--- src/rtl/snn_ff_ctrl_pkg.sv ---
// Shared definitions for the neuron event scheduler.
// Holds the scheduler state encoding, default sizing and helpers that derive
// the post-group count and the sweep counter width.
package snn_ff_ctrl_pkg;

  // Scheduler states. IDLE must stay at encoding 0 so reset lands there.
  typedef enum logic [3:0] {
    IDLE      = 4'd0,
    PRE_RD    = 4'd1,
    PRE_WR    = 4'd2,
    POST_RD   = 4'd3,
    POST_WR   = 4'd4,
    TSTEP_RD  = 4'd5,
    TSTEP_WR  = 4'd6,
    TREF_POST = 4'd7,
    TREF_PRE  = 4'd8
  } sched_state_e;

  localparam int DEF_TIME_STEP          = 8;
  localparam int DEF_INPUT_NEURON       = 784;
  localparam int DEF_OUTPUT_NEURON      = 256;
  localparam int DEF_POST_NEUR_PARALLEL = 4;

  // Number of post-neuron groups (one SRAM word each).
  function automatic int sweep_groups(input int out_n, input int par);
    return out_n / par;
  endfunction

  // Counter width wide enough for the longest sweep (post groups or pre rows).
  function automatic int sweep_cnt_width(input int in_n, input int groups);
    int m;
    m = (in_n > groups) ? in_n : groups;
    if (m < 2) m = 2;
    return $clog2(m);
  endfunction

  localparam int DEF_GROUPS = sweep_groups(DEF_OUTPUT_NEURON, DEF_POST_NEUR_PARALLEL);

endpackage

--- src/rtl/group_sweep_counter.sv ---
// Sweep index counter shared by every sweep of the scheduler.
// Counts 0..limit_i-1, flags the last index, wraps to 0 when advanced on the
// last index and supports a synchronous clear. The next-state value is exported
// so the owner can register outputs that line up with the counter itself.
module group_sweep_counter #(
  parameter int WIDTH = 10
) (
  input  logic             clk_i,
  input  logic             srst_i,
  input  logic             clr_i,
  input  logic             en_i,
  input  logic [WIDTH-1:0] limit_i,
  output logic [WIDTH-1:0] count_next_o,
  output logic             last_o
);

  logic [WIDTH-1:0] count_q;
  logic [WIDTH-1:0] count_d;

  assign last_o       = (count_q == (limit_i - WIDTH'(1)));
  assign count_next_o = count_d;

  // Next count: clear has priority, otherwise advance and wrap after the last index.
  always_comb begin
    count_d = count_q;
    if (clr_i) begin
      count_d = '0;
    end else if (en_i) begin
      count_d = last_o ? '0 : (count_q + WIDTH'(1));
    end
  end

  // Count register with synchronous reset.
  always_ff @(posedge clk_i) begin
    if (srst_i) begin
      count_q <= '0;
    end else begin
      count_q <= count_d;
    end
  end

endmodule

--- src/rtl/neuron_event_scheduler.sv ---
// Neuron event scheduler: serialises AER spike events, end-of-time-step
// sweeps and sample-reset sweeps onto the pre/post neuron SRAMs.
// All SRAM strobes and addresses are registered: the decode is evaluated on the
// next state and next counter value, so every output changes together with the
// state register and appears in the same cycle as the state it belongs to.
module neuron_event_scheduler
  import snn_ff_ctrl_pkg::*;
#(
  parameter int TIME_STEP            = DEF_TIME_STEP,
  parameter int INPUT_NEURON         = DEF_INPUT_NEURON,
  parameter int OUTPUT_NEURON        = DEF_OUTPUT_NEURON,
  parameter int POST_NEUR_PARALLEL   = DEF_POST_NEUR_PARALLEL,
  parameter int PRE_NEUR_ADDR_WIDTH  = 10,
  parameter int POST_NEUR_ADDR_WIDTH = 10,
  parameter int SYN_ARRAY_ADDR_WIDTH = 16
) (
  input  logic                               CLK,
  input  logic                               RST,
  input  logic                               AER_IN_VALID,
  input  logic [PRE_NEUR_ADDR_WIDTH-1:0]     AER_IN_ADDR,
  output logic                               AER_IN_READY,
  input  logic                               TSTEP_REQ,
  input  logic                               TREF_REQ,
  input  logic                               SPI_GATE_ACTIVITY_sync,
  output logic [PRE_NEUR_ADDR_WIDTH-1:0]     CTRL_PRE_NEURON_ADDRESS,
  output logic [POST_NEUR_ADDR_WIDTH-1:0]    CTRL_POST_NEURON_ADDRESS,
  output logic [SYN_ARRAY_ADDR_WIDTH-1:0]    SYNARRAY_ADDR,
  output logic                               CTRL_PRE_NEUR_CS,
  output logic                               CTRL_PRE_NEUR_WE,
  output logic                               CTRL_POST_NEUR_CS,
  output logic                               CTRL_POST_NEUR_WE,
  output logic                               CTRL_PRE_CNT_EN,
  output logic                               CTRL_NEUR_EVENT,
  output logic                               CTRL_TSTEP_EVENT,
  output logic                               CTRL_TREF_EVENT,
  output logic [$clog2(TIME_STEP)-1:0]       CURRENT_TIME_STEP,
  output logic                               BUSY,
  output logic                               SAMPLE_DONE
);

  localparam int G     = sweep_groups(OUTPUT_NEURON, POST_NEUR_PARALLEL);
  localparam int CNT_W = sweep_cnt_width(INPUT_NEURON, G);
  localparam int TS_W  = $clog2(TIME_STEP);
  localparam int PRE_W = PRE_NEUR_ADDR_WIDTH;
  localparam int POST_W = POST_NEUR_ADDR_WIDTH;
  localparam int SYN_W = SYN_ARRAY_ADDR_WIDTH;

  // Control state
  sched_state_e      state_q, state_d;
  logic [PRE_W-1:0]  pre_lat_q, pre_lat_d;
  logic              tstep_pend_q, tstep_pend_d;
  logic              tref_pend_q, tref_pend_d;
  logic [TS_W-1:0]   ts_q, ts_d;
  logic              done_q, done_d;
  logic              serve_tstep, serve_tref;

  // Sweep counter hookup
  logic              cnt_clr, cnt_en, cnt_last;
  logic [CNT_W-1:0]  cnt_limit, cnt_next;

  // Registered outputs
  logic [PRE_W-1:0]  pre_addr_q, pre_addr_d;
  logic [POST_W-1:0] post_addr_q, post_addr_d;
  logic [SYN_W-1:0]  syn_addr_q, syn_addr_d;
  logic              pre_cs_q, pre_cs_d;
  logic              pre_we_q, pre_we_d;
  logic              post_cs_q, post_cs_d;
  logic              post_we_q, post_we_d;
  logic              pre_cnt_en_q, pre_cnt_en_d;
  logic              neur_ev_q, neur_ev_d;
  logic              tstep_ev_q, tstep_ev_d;
  logic              tref_ev_q, tref_ev_d;
  logic              busy_q, busy_d;

  // The pre-row sweep of a sample reset is the only sweep longer than G.
  assign cnt_limit = (state_q == TREF_PRE) ? CNT_W'(INPUT_NEURON) : CNT_W'(G);

  group_sweep_counter #(
    .WIDTH(CNT_W)
  ) u_sweep_cnt (
    .clk_i       (CLK),
    .srst_i      (RST),
    .clr_i       (cnt_clr),
    .en_i        (cnt_en),
    .limit_i     (cnt_limit),
    .count_next_o(cnt_next),
    .last_o      (cnt_last)
  );

  // Events are only taken when nothing else is queued and the SPI does not own the SRAMs.
  assign AER_IN_READY = (state_q == IDLE) && !SPI_GATE_ACTIVITY_sync &&
                        !tstep_pend_q && !tref_pend_q;

  // Next-state logic: arbitration in IDLE, sweep sequencing, time-step bookkeeping.
  always_comb begin
    state_d     = state_q;
    pre_lat_d   = pre_lat_q;
    ts_d        = ts_q;
    done_d      = 1'b0;
    cnt_clr     = 1'b0;
    cnt_en      = 1'b0;
    serve_tstep = 1'b0;
    serve_tref  = 1'b0;
    case (state_q)
      IDLE: begin
        cnt_clr = 1'b1;
        if (!SPI_GATE_ACTIVITY_sync) begin
          if (tref_pend_q) begin
            state_d    = TREF_POST;
            serve_tref = 1'b1;
          end else if (tstep_pend_q) begin
            state_d     = TSTEP_RD;
            serve_tstep = 1'b1;
          end else if (AER_IN_VALID) begin
            state_d   = PRE_RD;
            pre_lat_d = AER_IN_ADDR;
          end
        end
      end
      PRE_RD:  state_d = PRE_WR;
      PRE_WR:  state_d = POST_RD;
      POST_RD: state_d = POST_WR;
      POST_WR: begin
        cnt_en  = 1'b1;
        state_d = cnt_last ? IDLE : POST_RD;
      end
      TSTEP_RD: state_d = TSTEP_WR;
      TSTEP_WR: begin
        cnt_en = 1'b1;
        if (cnt_last) begin
          state_d = IDLE;
          if (ts_q == TS_W'(TIME_STEP - 1)) begin
            ts_d   = '0;
            done_d = 1'b1;
          end else begin
            ts_d = ts_q + TS_W'(1);
          end
        end else begin
          state_d = TSTEP_RD;
        end
      end
      TREF_POST: begin
        cnt_en = 1'b1;
        if (cnt_last) state_d = TREF_PRE;
      end
      TREF_PRE: begin
        cnt_en = 1'b1;
        if (cnt_last) begin
          state_d = IDLE;
          ts_d    = '0;
        end
      end
      default: state_d = IDLE;
    endcase
  end

  // Sticky request flags: set by a pulse in any state, cleared when their sweep starts.
  // A pulse landing on the serving edge is merged into the sweep being started.
  always_comb begin
    tstep_pend_d = serve_tstep ? 1'b0 : (tstep_pend_q | TSTEP_REQ);
    tref_pend_d  = serve_tref  ? 1'b0 : (tref_pend_q  | TREF_REQ);
  end

  // Output decode for the upcoming state, so strobes register alongside the state.
  always_comb begin
    pre_addr_d   = '0;
    post_addr_d  = '0;
    syn_addr_d   = '0;
    pre_cs_d     = 1'b0;
    pre_we_d     = 1'b0;
    post_cs_d    = 1'b0;
    post_we_d    = 1'b0;
    pre_cnt_en_d = 1'b0;
    neur_ev_d    = 1'b0;
    tstep_ev_d   = 1'b0;
    tref_ev_d    = 1'b0;
    busy_d       = (state_d != IDLE);
    case (state_d)
      PRE_RD: begin
        pre_cs_d   = 1'b1;
        pre_addr_d = pre_lat_d;
      end
      PRE_WR: begin
        pre_cs_d     = 1'b1;
        pre_we_d     = 1'b1;
        pre_cnt_en_d = 1'b1;
        neur_ev_d    = 1'b1;
        pre_addr_d   = pre_lat_d;
      end
      POST_RD, POST_WR: begin
        post_cs_d   = 1'b1;
        post_we_d   = (state_d == POST_WR);
        neur_ev_d   = (state_d == POST_WR);
        pre_addr_d  = pre_lat_d;
        post_addr_d = POST_W'(cnt_next) * POST_W'(POST_NEUR_PARALLEL);
        syn_addr_d  = SYN_W'(pre_lat_d) * SYN_W'(G) + SYN_W'(cnt_next);
      end
      TSTEP_RD, TSTEP_WR: begin
        post_cs_d   = 1'b1;
        post_we_d   = (state_d == TSTEP_WR);
        tstep_ev_d  = (state_d == TSTEP_WR);
        post_addr_d = POST_W'(cnt_next) * POST_W'(POST_NEUR_PARALLEL);
      end
      TREF_POST: begin
        post_cs_d   = 1'b1;
        post_we_d   = 1'b1;
        tref_ev_d   = 1'b1;
        post_addr_d = POST_W'(cnt_next) * POST_W'(POST_NEUR_PARALLEL);
      end
      TREF_PRE: begin
        pre_cs_d   = 1'b1;
        pre_we_d   = 1'b1;
        tref_ev_d  = 1'b1;
        pre_addr_d = PRE_W'(cnt_next);
      end
      default: ;
    endcase
  end

  // State, flags and output registers; reset abandons any sweep immediately.
  always_ff @(posedge CLK) begin
    if (RST) begin
      state_q      <= IDLE;
      pre_lat_q    <= '0;
      tstep_pend_q <= 1'b0;
      tref_pend_q  <= 1'b0;
      ts_q         <= '0;
      done_q       <= 1'b0;
      pre_addr_q   <= '0;
      post_addr_q  <= '0;
      syn_addr_q   <= '0;
      pre_cs_q     <= 1'b0;
      pre_we_q     <= 1'b0;
      post_cs_q    <= 1'b0;
      post_we_q    <= 1'b0;
      pre_cnt_en_q <= 1'b0;
      neur_ev_q    <= 1'b0;
      tstep_ev_q   <= 1'b0;
      tref_ev_q    <= 1'b0;
      busy_q       <= 1'b0;
    end else begin
      state_q      <= state_d;
      pre_lat_q    <= pre_lat_d;
      tstep_pend_q <= tstep_pend_d;
      tref_pend_q  <= tref_pend_d;
      ts_q         <= ts_d;
      done_q       <= done_d;
      pre_addr_q   <= pre_addr_d;
      post_addr_q  <= post_addr_d;
      syn_addr_q   <= syn_addr_d;
      pre_cs_q     <= pre_cs_d;
      pre_we_q     <= pre_we_d;
      post_cs_q    <= post_cs_d;
      post_we_q    <= post_we_d;
      pre_cnt_en_q <= pre_cnt_en_d;
      neur_ev_q    <= neur_ev_d;
      tstep_ev_q   <= tstep_ev_d;
      tref_ev_q    <= tref_ev_d;
      busy_q       <= busy_d;
    end
  end

  assign CTRL_PRE_NEURON_ADDRESS  = pre_addr_q;
  assign CTRL_POST_NEURON_ADDRESS = post_addr_q;
  assign SYNARRAY_ADDR            = syn_addr_q;
  assign CTRL_PRE_NEUR_CS         = pre_cs_q;
  assign CTRL_PRE_NEUR_WE         = pre_we_q;
  assign CTRL_POST_NEUR_CS        = post_cs_q;
  assign CTRL_POST_NEUR_WE        = post_we_q;
  assign CTRL_PRE_CNT_EN          = pre_cnt_en_q;
  assign CTRL_NEUR_EVENT          = neur_ev_q;
  assign CTRL_TSTEP_EVENT         = tstep_ev_q;
  assign CTRL_TREF_EVENT          = tref_ev_q;
  assign CURRENT_TIME_STEP        = ts_q;
  assign BUSY                     = busy_q;
  assign SAMPLE_DONE              = done_q;

endmodule

--- config.mk ---
export PLATFORM = sky130hd
export DESIGN_NAME = neuron_event_scheduler
export DESIGN_NICKNAME = d
export VERILOG_FILES = /design/src/rtl/snn_ff_ctrl_pkg.sv /design/src/rtl/group_sweep_counter.sv /design/src/rtl/neuron_event_scheduler.sv
export SDC_FILE = /design/constraint.sdc
export NUM_CORES = 1
export LEC_CHECK = 0
export BUFFER_PORTS_ARGS = -buffer_cell sky130_fd_sc_hd__buf_4
export CAP_MARGIN = 20
export CORE_ASPECT_RATIO = 0.6
export CORE_MARGIN = 2
export CORE_UTILIZATION = 25
export DETAILED_ROUTE_END_ITERATION = 7
export MAX_ROUTING_LAYER = met4
export PLACE_DENSITY = 0.53
export SLEW_MARGIN = 20
export SYNTH_ARGS = -nofsm -noshare
export SYNTH_HDL_FRONTEND = slang
export SYNTH_SLANG_ARGS = --single-unit
--- constraint.sdc ---
create_clock -name CLK -period 3.45 [get_ports CLK]
set_input_delay 0.69 -clock CLK [delete_from_list [all_inputs] [get_ports CLK]]
set_output_delay 0.69 -clock CLK [all_outputs]
set_load 0.02 [all_outputs]
==> results.yml <==
clock_tree:
  cts.sinks: 73
  cts_made_buffers: 9
  clock_path_buffers: 2
  cts_root_buf: "clkbuf_16"
  clock_latency_ns: 0.34
  clk_pin_slew_ns: 0.06
  cts_tree: "built"
  ctsHtreeMaxLevel: 3
grt:
  gr-usage-all-layers_pct: 14.2
  grt_pass1_vias: 2643
  antenna_found_initial: 0
  grt_max_degree: 38
  grt_pass1_wl_um: 14200
  gr-total-overflow: 0
logic_synthesis:
  syn-mean-instance-area_sq_um: 9.21
  ys.flop_type: "dfxtp_1"
  ys_warn_count: 0
  synthCells: 346
  synth_edf_count: 0
  synth_cell_type_count: 59
  syn_area_sq_mm: 0.00319
  synth_top_area_share_pct: 45.8
  synth_seq_area_share_pct: 45.8
  async_reset_ff_share_pct: 0
  synth-seq-cells: 73
  yosys.area.top_type: "dfxtp_1"
  synth.area.top_cells: "dfxtp_1 (46%), nor2_1 (6.2%), mux2i_1 (3.5%)"
setup_path:
  crit_path_frequent_cell: "a21o_1"
  slowest_delay_ns: 0.55
  crit_slowest_cell: "or4b_4"
  critPathRequiredTime_ns: 3.70
  crit_path_start_kind: "flop"
  worst-path-max-fanout: 8
  r2r-end: "SYNARRAY_ADDR[15]$_SDFF_PP0_"
  crit_buf_inv: 1
  cp.arrival_ns: 3.57
  r2r-start: "state_q[0]$_SDFF_PP0_"
  worst_setup_path_end_kind: "flop"
  crit_path_cell_trace: "or4b_4, mux2_4, a31oi_1, o21ai_0, inv_1, ha_1, a21o_1, a21o_1, a21oi_1, nor4_1, nor3_1"
  worst-r2r-cell-count: 11
  r2r_slack_ns: 0.13
  critPathTopFamily: "compound AO/OA/AOI/OAI gates"
  path_class: "reg -> reg"
sta:
  setup_ws_ns: 0.127
  tns_ns: 0
  skew_ns: 0.00650
  whs_ns: 0.483
  period_share_pct: 96.3
  finalCriticalPeriod_ns: 3.32
  max_slew_margin_pct: 44.4
  rsz0062_at_grt: "yes"
  hold_viol_final: 0
  setup_viol_count_final: 0
  fmax_mhz: 301
  worstMarginPinSlew_ns: 0.828
  slew_viol_final: 0
floorplan:
  core_sq_mm: 0.0123
  start_util_pct: 26.0
  io_pins: 66
  die_y_um: 91.5
  dieArea_sq_mm: 0.0137
  die_w_um: 150
  rows: 31
layout:
  fin_area_sq_mm: 0.00425
  area_growth_syn_to_layout_pct: 33.4
  final_core_util_pct: 34.7
  final_nets: 447
  drive_above_1_share_pct: 27.3
  final_cell_count_no_fill: 593
  n_fill_cell: 1285
  diodes: 0
routing:
  viasPerCell: 4.78
  routedWlPerCell_um: 15.4
  drc: 0
  routed_wl_um: 9130
  dr.pass1.iters: 5
  num_vias: 2836
  drt_iter0_markers: 213
  postRouteAntennaNets: 0
status:
  status: "finished, final reports clean"
power_and_ir_drop:
  p_leak_nw: 1.89
  ir_worst_vdd_mv: 0.273
  p_total_mw: 2.58
  power_density_mw_per_mm2: 607
placed_design:
  io_buffers: 63
  place_congestion: 0.852
  dpl_cell_area_sq_mm: 0.00393
  preCtsSetupSlack_ns: 0.00806
  dpl.hpwl_um: 6830
  dp_cells: 577
worst_hold_path:
  min_from: "CURRENT_TIME_STEP[1]$_SDFFE_PP0P_"
  worstHoldEndpoint: "CURRENT_TIME_STEP[1]$_SDFFE_PP0P_"
  whs_path_depth: 2
  hp-class: "reg -> reg"
run:
  maxCapViolations: 0
[power by group]
group | leakage (nW) | internal [mW] | switching [mW]
Clock | 0.155 | 0.633 | 0.378
Sequential | 0.591 | 0.898 | 0.0383
Combinational | 1.15 | 0.232 | 0.405
[cells by family after synthesis]
family	Yosys count	share of synthesized area [%]
buffers and inverters	39	5.02
AND/OR/NAND/NOR	134	22.6
multiplexers	15	4.98
flip-flops	73	45.8
adder cells (fa/ha/maj)	8	3.38
XOR/XNOR	6	1.65
AO/OA/AOI/OAI	70	16.4
other	1	0.118
[cell usage in the layout, fill, tap and decap left out, types with 4 or more instances in the layout]
master | Yosys | layout
a21oi_1 | 13 | 13
inv_1 | 23 | 23
nand3_1 | 5 | 5
o32ai_1 | 10 | 10
ha_1 | 7 | 7
buf_4 | 2 | 81
xnor2_1 | 4 | 4
nand2_1 | 18 | 18
nor3_1 | 11 | 11
o21ai_0 | 8 | 8
nor2_1 | 53 | 53
a31oi_1 | 5 | 5
nand2b_1 | 4 | 4
a21o_1 | 5 | 5
nor4_1 | 8 | 8
mux2i_1 | 11 | 11
dfxtp_1 | 73 | 73
nand4_1 | 4 | 4
clkbuf_16 | 0 | 9
o21ai_2 | 4 | 4
o31a_1 | 7 | 7
[layout make-up]
cell class | instances | area, sq um | area share (%)
multi-input cells | 235 | 1570 | 36.9
well taps | 165 | 206 | 4.85
inverters | 23 | 86.3 | 2.03
clock inverters | 7 | 95.1 | 2.24
clock buffers | 9 | 225 | 5.30
repair buffers | 81 | 608 | 14.3
flip-flops and latches | 73 | 1460 | 34.4
[tightest hold or removal path: cells and delay by family, from the launching register on]
kind	cells	cell delay [ns]
AOI/OAI and AO/OA	1	0.05
DFF	1	0.33
and+or+nand+nor	1	0.06
[synthesized netlist by cell type, drive strengths merged (3+ instances only)]
cell    number
dfxtp       73
nor2        53
nand2b       4
inv         23
and2         3
nand3        5
o31a         7
and3         3
nor4b        3
o32ai       10
a21oi       14
clkbuf       9
o21ai       13
nor4         9
mux2         4
a31oi        5
nor3        11
xnor2        4
nor2b        3
mux2i       11
nand4        4
o21a         3
a21o         5
nand2       18
and4         3
ha           7
buf          7
[registers in the layout (all words and copies together) (netlist names)]
name                      cells
BUSY                          1
CTRL_NEUR_EVENT               1
CTRL_POST_NEURON_ADDRESS      8
CTRL_POST_NEUR_CS             1
CTRL_POST_NEUR_WE             1
CTRL_PRE_CNT_EN               1
CTRL_PRE_NEURON_ADDRESS      10
CTRL_PRE_NEUR_CS              1
CTRL_PRE_NEUR_WE              1
CTRL_TREF_EVENT               1
CTRL_TSTEP_EVENT              1
CURRENT_TIME_STEP             3
SAMPLE_DONE                   1
SYNARRAY_ADDR                16
pre_lat_q                    10
state_q                       4
tref_pend_q                   1
tstep_pend_q                  1
u_sweep_cnt.count_q          10
[metal layers]
metal / global-route usage, % / up-vias / share of wire (%)
li1: - / 1391 / -
met1: 21.5 / 1331 / 54
met2: 16.8 / 105 / 36
met3: 5.28 / 9 / 8.7
met4: 3.77 / 0 / 0.85
met5: - / - / 0
[worst max-delay path by stage]
stage,from,slack [ns],end,depth (start not counted)
floorplan,SPI_GATE_ACTIVITY_sync,0.14,SYNARRAY_ADDR[12]$_SDFF_PP0_,12
global placement,SPI_GATE_ACTIVITY_sync,0.04,SYNARRAY_ADDR[12]$_SDFF_PP0_,12
detailed placement,SPI_GATE_ACTIVITY_sync,0.008,SYNARRAY_ADDR[12]$_SDFF_PP0_,12
CTS,state_q[0]$_SDFF_PP0_,0.19,SYNARRAY_ADDR[15]$_SDFF_PP0_,11
global route,state_q[0]$_SDFF_PP0_,-0.05,SYNARRAY_ADDR[15]$_SDFF_PP0_,11
finish,state_q[0]$_SDFF_PP0_,0.13,SYNARRAY_ADDR[15]$_SDFF_PP0_,11
[repair_timing]
item	CTS	global route
setup buffers	0	0
endpoints found under the setup margin	0	3
gates resized for setup	0	0
hold buffers	0	0
Note: power is estimated with default switching activity, not from simulation.
